===== src/rtl/fft16_sequencer.sv =====
// Control sequencer for a 16-point in-place radix-2 DIT CORDIC FFT.
// Issues 32 butterflies (4 stages x 8), drives twiddle angles and delayed write-back addresses.
module fft16_sequencer #(
   parameter int          BF_LATENCY = 1,
   parameter logic [31:0] ANGLE_STEP = 32'd268435456
) (
   input  logic               clock,
   input  logic               reset_n,
   input  logic               start,
   output logic               busy,
   output logic               done,
   output logic               bf_valid,
   output logic [3:0]         rd_addr_a,
   output logic [3:0]         rd_addr_b,
   output logic signed [31:0] zangle,
   output logic [1:0]         stage,
   output logic               wr_en,
   output logic [3:0]         wr_addr_a,
   output logic [3:0]         wr_addr_b
);

   typedef enum logic [1:0] {S_IDLE, S_RUN, S_DRAIN, S_FIN} state_t;

   localparam logic [2:0] DRAIN_LAST = (BF_LATENCY > 0) ? 3'(BF_LATENCY - 1) : 3'd0;

   state_t     r_state, w_state_nxt;
   logic [1:0] r_stage, w_stage_nxt;
   logic [2:0] r_k, w_k_nxt;
   logic [2:0] r_drain, w_drain_nxt;

   logic        w_issue;
   logic [3:0]  w_kx, w_half, w_pos, w_group, w_base, w_a, w_b, w_tw;
   logic [31:0] w_angle;
   logic [8:0]  w_issue_word, w_wb;

   always_ff @(posedge clock or negedge reset_n) begin
      if (!reset_n) begin
         r_state <= S_IDLE;
         r_stage <= 2'd0;
         r_k     <= 3'd0;
         r_drain <= 3'd0;
      end else begin
         r_state <= w_state_nxt;
         r_stage <= w_stage_nxt;
         r_k     <= w_k_nxt;
         r_drain <= w_drain_nxt;
      end
   end

   always_comb begin
      w_state_nxt = r_state;
      w_stage_nxt = r_stage;
      w_k_nxt     = r_k;
      w_drain_nxt = r_drain;
      case (r_state)
         S_IDLE: begin
            if (start) begin
               w_state_nxt = S_RUN;
               w_stage_nxt = 2'd0;
               w_k_nxt     = 3'd0;
            end
         end
         S_RUN: begin
            w_k_nxt = r_k + 3'd1;
            if (r_k == 3'd7) begin
               // With a combinational butterfly nothing is in flight, so skip the drain.
               if (BF_LATENCY != 0) begin
                  w_state_nxt = S_DRAIN;
                  w_drain_nxt = 3'd0;
               end else if (r_stage == 2'd3) begin
                  w_state_nxt = S_FIN;
               end else begin
                  w_stage_nxt = r_stage + 2'd1;
               end
            end
         end
         S_DRAIN: begin
            if (r_drain == DRAIN_LAST) begin
               w_drain_nxt = 3'd0;
               if (r_stage == 2'd3) begin
                  w_state_nxt = S_FIN;
               end else begin
                  w_state_nxt = S_RUN;
                  w_stage_nxt = r_stage + 2'd1;
               end
            end else begin
               w_drain_nxt = r_drain + 3'd1;
            end
         end
         S_FIN:   w_state_nxt = S_IDLE;
         default: w_state_nxt = S_IDLE;
      endcase
   end

   // In-place addressing: a = group*2*half + pos, b = a + half; twiddle = pos << (3-s).
   assign w_issue = (r_state == S_RUN);
   assign w_kx    = {1'b0, r_k};
   assign w_half  = 4'd1 << r_stage;
   assign w_pos   = w_kx & (w_half - 4'd1);
   assign w_group = w_kx >> r_stage;
   assign w_base  = (w_group << r_stage) << 1;
   assign w_a     = w_base + w_pos;
   assign w_b     = w_a + w_half;
   assign w_tw    = w_pos << (2'd3 - r_stage);
   assign w_angle = {28'd0, w_tw} * ANGLE_STEP;

   assign busy      = (r_state == S_RUN) || (r_state == S_DRAIN);
   assign done      = (r_state == S_FIN);
   assign bf_valid  = w_issue;
   assign rd_addr_a = w_issue ? w_a : 4'd0;
   assign rd_addr_b = w_issue ? w_b : 4'd0;
   assign zangle    = w_issue ? signed'(w_angle) : 32'sd0;
   assign stage     = w_issue ? r_stage : 2'd0;

   assign w_issue_word = {w_issue, rd_addr_a, rd_addr_b};

   generate
      if (BF_LATENCY == 0) begin : g_wb_comb
         assign w_wb = w_issue_word;
      end else begin : g_wb_dly
         logic [8:0] r_dly [BF_LATENCY];
         always_ff @(posedge clock or negedge reset_n) begin
            if (!reset_n) begin
               for (int i = 0; i < BF_LATENCY; i++) r_dly[i] <= 9'd0;
            end else begin
               r_dly[0] <= w_issue_word;
               for (int i = 1; i < BF_LATENCY; i++) r_dly[i] <= r_dly[i-1];
            end
         end
         assign w_wb = r_dly[BF_LATENCY-1];
      end
   endgenerate

   assign wr_en     = w_wb[8];
   assign wr_addr_a = w_wb[7:4];
   assign wr_addr_b = w_wb[3:0];

endmodule


===== config.mk =====
export PLATFORM = sky130hd
export DESIGN_NAME = fft16_sequencer
export DESIGN_NICKNAME = d
export VERILOG_FILES = /design/src/rtl/fft16_sequencer.sv
export SDC_FILE = /design/constraint.sdc
export NUM_CORES = 1
export LEC_CHECK = 0
export BUFFER_PORTS_ARGS = -buffer_cell sky130_fd_sc_hd__buf_4
export CAP_MARGIN = 5
export CORE_ASPECT_RATIO = 1.2
export CORE_UTILIZATION = 50
export CTS_BUF_LIST = sky130_fd_sc_hd__clkbuf_16
export DETAILED_ROUTE_END_ITERATION = 6
export PLACE_DENSITY = 0.82
export SLEW_MARGIN = 10
export SYNTH_ARGS = -nofsm -noshare
export SYNTH_HDL_FRONTEND = slang
export SYNTH_SLANG_ARGS = --single-unit

===== constraint.sdc =====
create_clock -name clock -period 9.45 [get_ports clock]
set_input_delay 1.89 -clock clock [delete_from_list [all_inputs] [get_ports clock]]
set_output_delay 1.89 -clock clock [all_outputs]
set_load 0.05 [all_outputs]

Yosys cells after proc, flatten, opt, wreduce, memory -nomap -nowiden
Index checks and enable logic that the tools add are counted.
Widths: inputs -> output; s select.
{"block": "op_classes", "add_sub_neg": 7, "reduce_logical": 10, "bitwise_logic": 1, "muxes": 18, "n_eq_ne": 9, "shifts": 4}
{"cell": "$mux 32", "n": 1}
{"cell": "$mux 2", "n": 8}
{"cell": "$pmux 3 s2", "n": 2}
{"cell": "$mux 3", "n": 3}
{"cell": "$add 4x4->4", "n": 2}
{"cell": "$mux 4", "n": 2}
{"cell": "$pmux 2 s4", "n": 1}
{"cell": "$add 3x1->3 const B", "n": 2}
{"cell": "$eq 2x2->1 const B", "n": 3}
{"cell": "$ne 2x2->1 const B", "n": 3}
{"cell": "$reduce_bool 2->1", "n": 3}
{"cell": "$and 3x4->4", "n": 1}
{"cell": "$pmux 2 s2", "n": 1}
{"cell": "$reduce_and 2->1", "n": 2}
{"cell": "$reduce_and 4->1", "n": 1}
{"cell": "$shl 1x2->4 const A", "n": 1}
{"cell": "$shl 4x2->3", "n": 1}
{"cell": "$shl 4x2->4", "n": 1}
{"cell": "$shr 3x2->4", "n": 1}
{"cell": "$sub 4x1->4 const B", "n": 1}
{"cell": "$eq 3x3->1 const B", "n": 1}
{"cell": "$logic_not 3->1", "n": 1}
{"cell": "$reduce_and 3->1", "n": 1}
{"cell": "$add 2x1->2 const B", "n": 1}
{"cell": "5 further kinds", "n": 5}
{"block": "totals", "inputBits": 3, "regBits": 19, "out_inout_bits": 54, "wordCells": 54}

Longest topological paths before layout
{"block": "logic_depth", "ltp_word": 6, "depth_mapped": 12, "mapped_depth_nobuf": 11}

Least setup slack after synthesis
Ideal clock, no wire load.
{"block": "synth_path", "kind": "register -> output", "startpoint": "register r_stage[0]", "endpoint": "output rd_addr_b[3]", "required_time_ps": 7560, "path_stages_with_launch": 13, "slack_ps": 4447, "arrival_ps": 3113, "cell_sequence": "dfrtp_1 buf_2 inv_1 ha_1 or2_2 a21oi_1 ha_1 fa_1 ha_1 a21oi_1 xnor2_1 xnor2_1 and2_1"}
{"block": "synth_via", "elab_chain_cells": 6}
{"item": "from (decl)", "line": "27", "rtl": "logic [1:0] r_stage, w_stage_nxt;"}
{"item": "from (signal assigned)", "line": "44", "rtl": "r_stage <= w_stage_nxt;"}
{"item": "$shl 1x2->4", "line": "98", "rtl": "assign w_half = 4'd1 << r_stage;"}
{"item": "$sub 4x1->4", "line": "99", "rtl": "assign w_pos = w_kx & (w_half - 4'd1);"}
{"item": "$and 3x4->4", "line": "99"}
{"item": "$add 4x4->4", "line": "102", "rtl": "assign w_a = w_base + w_pos;"}
{"item": "$add 4x4->4 *", "line": "103", "rtl": "assign w_b = w_a + w_half;"}
{"item": "$mux 4 *", "line": "111", "rtl": "assign rd_addr_b = w_issue ? w_b : 4'd0;"}
{"item": "to (decl)", "line": "14", "rtl": "output logic [3:0] rd_addr_b,"}
Mark *: on every way between the ends. The rest lies on a longest branch, timed or not.

Worst setup path after layout
Same ends and word-level chain as after synthesis.

==> results by group <==
Run status
  • Outcome: complete, no violations

Floorplan
  • Die ar.: 3060 um^2
  • Ports: 57
  • Core Rows: 20
  • Core Area: around 2600 um^2
  • Initial core utilization: 0.546
  • Chip width: 50.7 um
  • Die H: between 60 and 70 um

Clock network
  • Num CTS Buffers: 3
  • Htree depth: 1
  • # resized after CTS: 0
  • Clock Tree Root: clkbuf_16
  • TritonCTS clock tree: done
  • Clk slew on worst S/H paths: ~0.050 ns
  • Post-CTS Setup Repair Bufs: 0
  • Hold_buf cts: 0
  • CTS sink cnt: 19
  • Longest Clk Path Bufs: 2
  • Clk_lat worst skew: 0.25 ns

Setup path
  • CP Capture Type: output port
  • Worst path buffer plus inverter count: 2
  • Crit Path Max Fanout: 12
  • Critical path launch point type: flop
  • Flop-to-flop setup slack: 6.28 ns
  • Crit path cell chain: inv_1, ha_1, or2_2, a21oi_1, ha_1, fa_1, ha_1, a21oi_1, xnor2_1, xnor2_1, and2_1, buf_4
  • CP required: 7.56 ns
  • CP max stage cell: dfrtp_1
  • Kind of critical path: flop to output port
  • Worst R2R Path Depth: 11
  • CP arrival: about 3.6 ns
  • Cell family contributing the most delay on the critical path: adder cells
  • Worst path max stage delay: 0.55 ns
  • Worst path most repeated cell: ha_1
  • R2r endpoint: g_wb_dly.r_dly[3]
  • Worst R2R Start: r_stage[0]

Pwr
  • Sw Share: 0.535
  • Sw Pwr: 330 uW
  • Cell Int Power: ~290 uW
  • Static Leakage: 0.855 nW
  • Pwr Density: 379 nW/um^2
  • Sequential power share: 0.211
  • Clock power frac: 0.140
  • Worst vdd ir: 0.000281 V
  • Comb pwr share: 0.648

Global routing
  • Vias in the first global route: 979
  • Met1 usage: 0.193
  • Grt ovf: 0
  • Met2 usage: 0.349
  • Largest net degree at the start of global routing: 24
  • Initial antenna violation count: 0
  • GRT Total Usage: 0.183
  • Grt met3 use: 0.0476
  • First-pass GRT wire length: a little over 4000 um
  • Gr busiest metal: met2

STA
  • Sum of negative setup slack: 0 ns
  • Max-slew violation count: 0
  • Min Tclk post-route: roughly 5.4 ns
  • Final Cycle Share: 0.575
  • Final Hold Vio Count: 0
  • RSZ-0062 raised after global routing: no
  • Slew @ Worst Pin: 0.661 ns
  • Slack of the critical path: 4.01 ns
  • Setup violations, final: 0
  • Final Hold Slack: 0.562 ns
  • Slew headroom: 0.559
  • Achievable frequency: 184 MHz
  • Worst Skew: 0.00111 ns

Synth
  • Cell taking the most area after synthesis: dfrtp_1
  • Syn_area_per_cell: 9.54 um^2
  • Synth warn: 0
  • Syn Inst Count: 149
  • Synthesized flop and latch total: 19
  • Most frequent cell after synthesis: buf_4
  • Unique masters post-synth: 39
  • Synth Flop Type: dfrtp_1
  • Synth area leaders: dfrtp_1 33%, buf_4 15%, ha_1 13%, inv_1 3.2%, and2_1 3.1%
  • Synth async-reset ratio: 1.00
  • Post-synth top cells: 28 x buf_4, 19 x dfrtp_1, 15 x ha_1, 12 x inv_1, 7 x and2_1
  • Post-synth EDFFs: 0
  • Yosys top cell area share: 0.335
  • Sequential share of the synthesized area: 0.335
  • Mapped Area: 1420 um^2

Worst hold path
  • Hold Path Class: flop to flop
  • Hold path cells: 2
  • Hold_sp: r_drain[1]
  • WHS Endpoint: r_drain[1]

Drt
  • Vias per cell: 4.96
  • WL/cell: around 12 um
  • Via count: 1037
  • Total iterations of the first detailed-routing run: 4
  • Routed wire length: 2440 um
  • DR iter-0 viols: 28
  • DRC errors left: 0
  • Post-route antenna net violation count: 0

Final layout
  • Share of cells above drive strength 1: 0.205
  • Area Overhead vs Synth: 14.3%
  • # nets final: ~200
  • Final Util: 0.625
  • Final Non-Filler Cells: 209
  • Number of inserted diodes: 0
  • Fillcell total: about 220

Placement
  • IO Port Bufs: 28
  • Final GP Congestion: between 0.7 and 0.8
  • HPWL Detailed: ~1900 um
  • Pre-CTS setup slack: approximately 4.3 ns
  • Placed insts: 205

Run
  • Max-cap violations: 0
==> cell usage in the layout (no fill, tap or decap), drive strengths merged, types with 2 or more instances in the layout <==
cell type	synthesis	routed
dfrtp	19	19
a22oi	2	2
o21ai	8	8
a32o	3	3
xnor2	5	5
fa	2	2
nand2	6	6
and2	7	7
nor2	3	3
buf	30	28
clkbuf	2	3
a21oi	7	7
inv	12	13
conb	2	29
ha	15	15
nand2b	3	3
nor2b	4	4
==> power by group through the flow <==
stage          Sequential, mW  Clock (mW)  Combinational (mW)
4_1_cts                 0.130      0.0896               0.403
6_report                0.130      0.0866               0.399
2_1_floorplan           0.165           0               0.285
3_5_place_dp            0.131           0               0.402
3_3_place_gp            0.129           0               0.390
5_1_grt                 0.134      0.0933               0.431
==> layout make-up <==
class,count,area [um^2],area share
multi-input combinational,113,774,0.477
sequential,19,475,0.293
timing repair buffer,28,210,0.129
clock buffer,3,75.1,0.0462
inverter,12,45.0,0.0277
tap,33,41.3,0.0254
clock inverter,1,3.75,0.00231
==> worst max-delay path by stage <==
stage | startpoint | to | slack (ns) | cells past startpoint
floorplan | r_stage[0] | rd_addr_b[3] | 4.45 | 12
global placement | r_stage[0] | rd_addr_b[3] | 4.45 | 12
detailed placement | r_stage[0] | rd_addr_b[3] | 4.29 | 12
CTS | r_stage[0] | rd_addr_b[3] | 3.99 | 12
global route | r_stage[0] | rd_addr_b[3] | 3.75 | 12
finish | r_stage[0] | rd_addr_b[3] | 4.01 | 12
==> worst min-delay path: stages (launching register included) <==
cell     delay [ns]
dfrtp_1        0.39
a32oi_1        0.07
o21ai_0        0.07
==> registers in the layout (all words and copies together), names as in the netlist <==
name            cells
g_wb_dly.r_dly      9
r_drain             3
r_k                 3
r_stage             2
r_state             2
==> stage by stage <==
step                area [um^2]  power, mW
finish                     1630      0.616
global route               1630      0.659
CTS                        1630      0.622
detailed placement         1550      0.533
global placement           1550      0.520
floorplan                  1520      0.450
==> layer usage <==
| metal | vias to the layer above | wire, um |
|---|---|---|
| li1 | 498 | - |
| met1 | 497 | 930 |
| met2 | 40 | 1340 |
| met3 | 2 | 142 |
| met4 | 0 | 21 |
| met5 | - | 0 |
==> cell families (layout without fill, tap and decap cells) <==
kind of cell	count (synthesis)	after routing	synth area share
buffers and inverters	44	44	0.192
and+or+nand+nor	32	32	0.130
AOI/OAI and AO/OA	29	29	0.140
DFF	19	19	0.335
adders and majority gates	17	17	0.160
xor gates and xnor gates	5	5	0.0308
other	2	29	0.00528
muxes	1	1	0.00704
(Power assumes the default switching activity.)
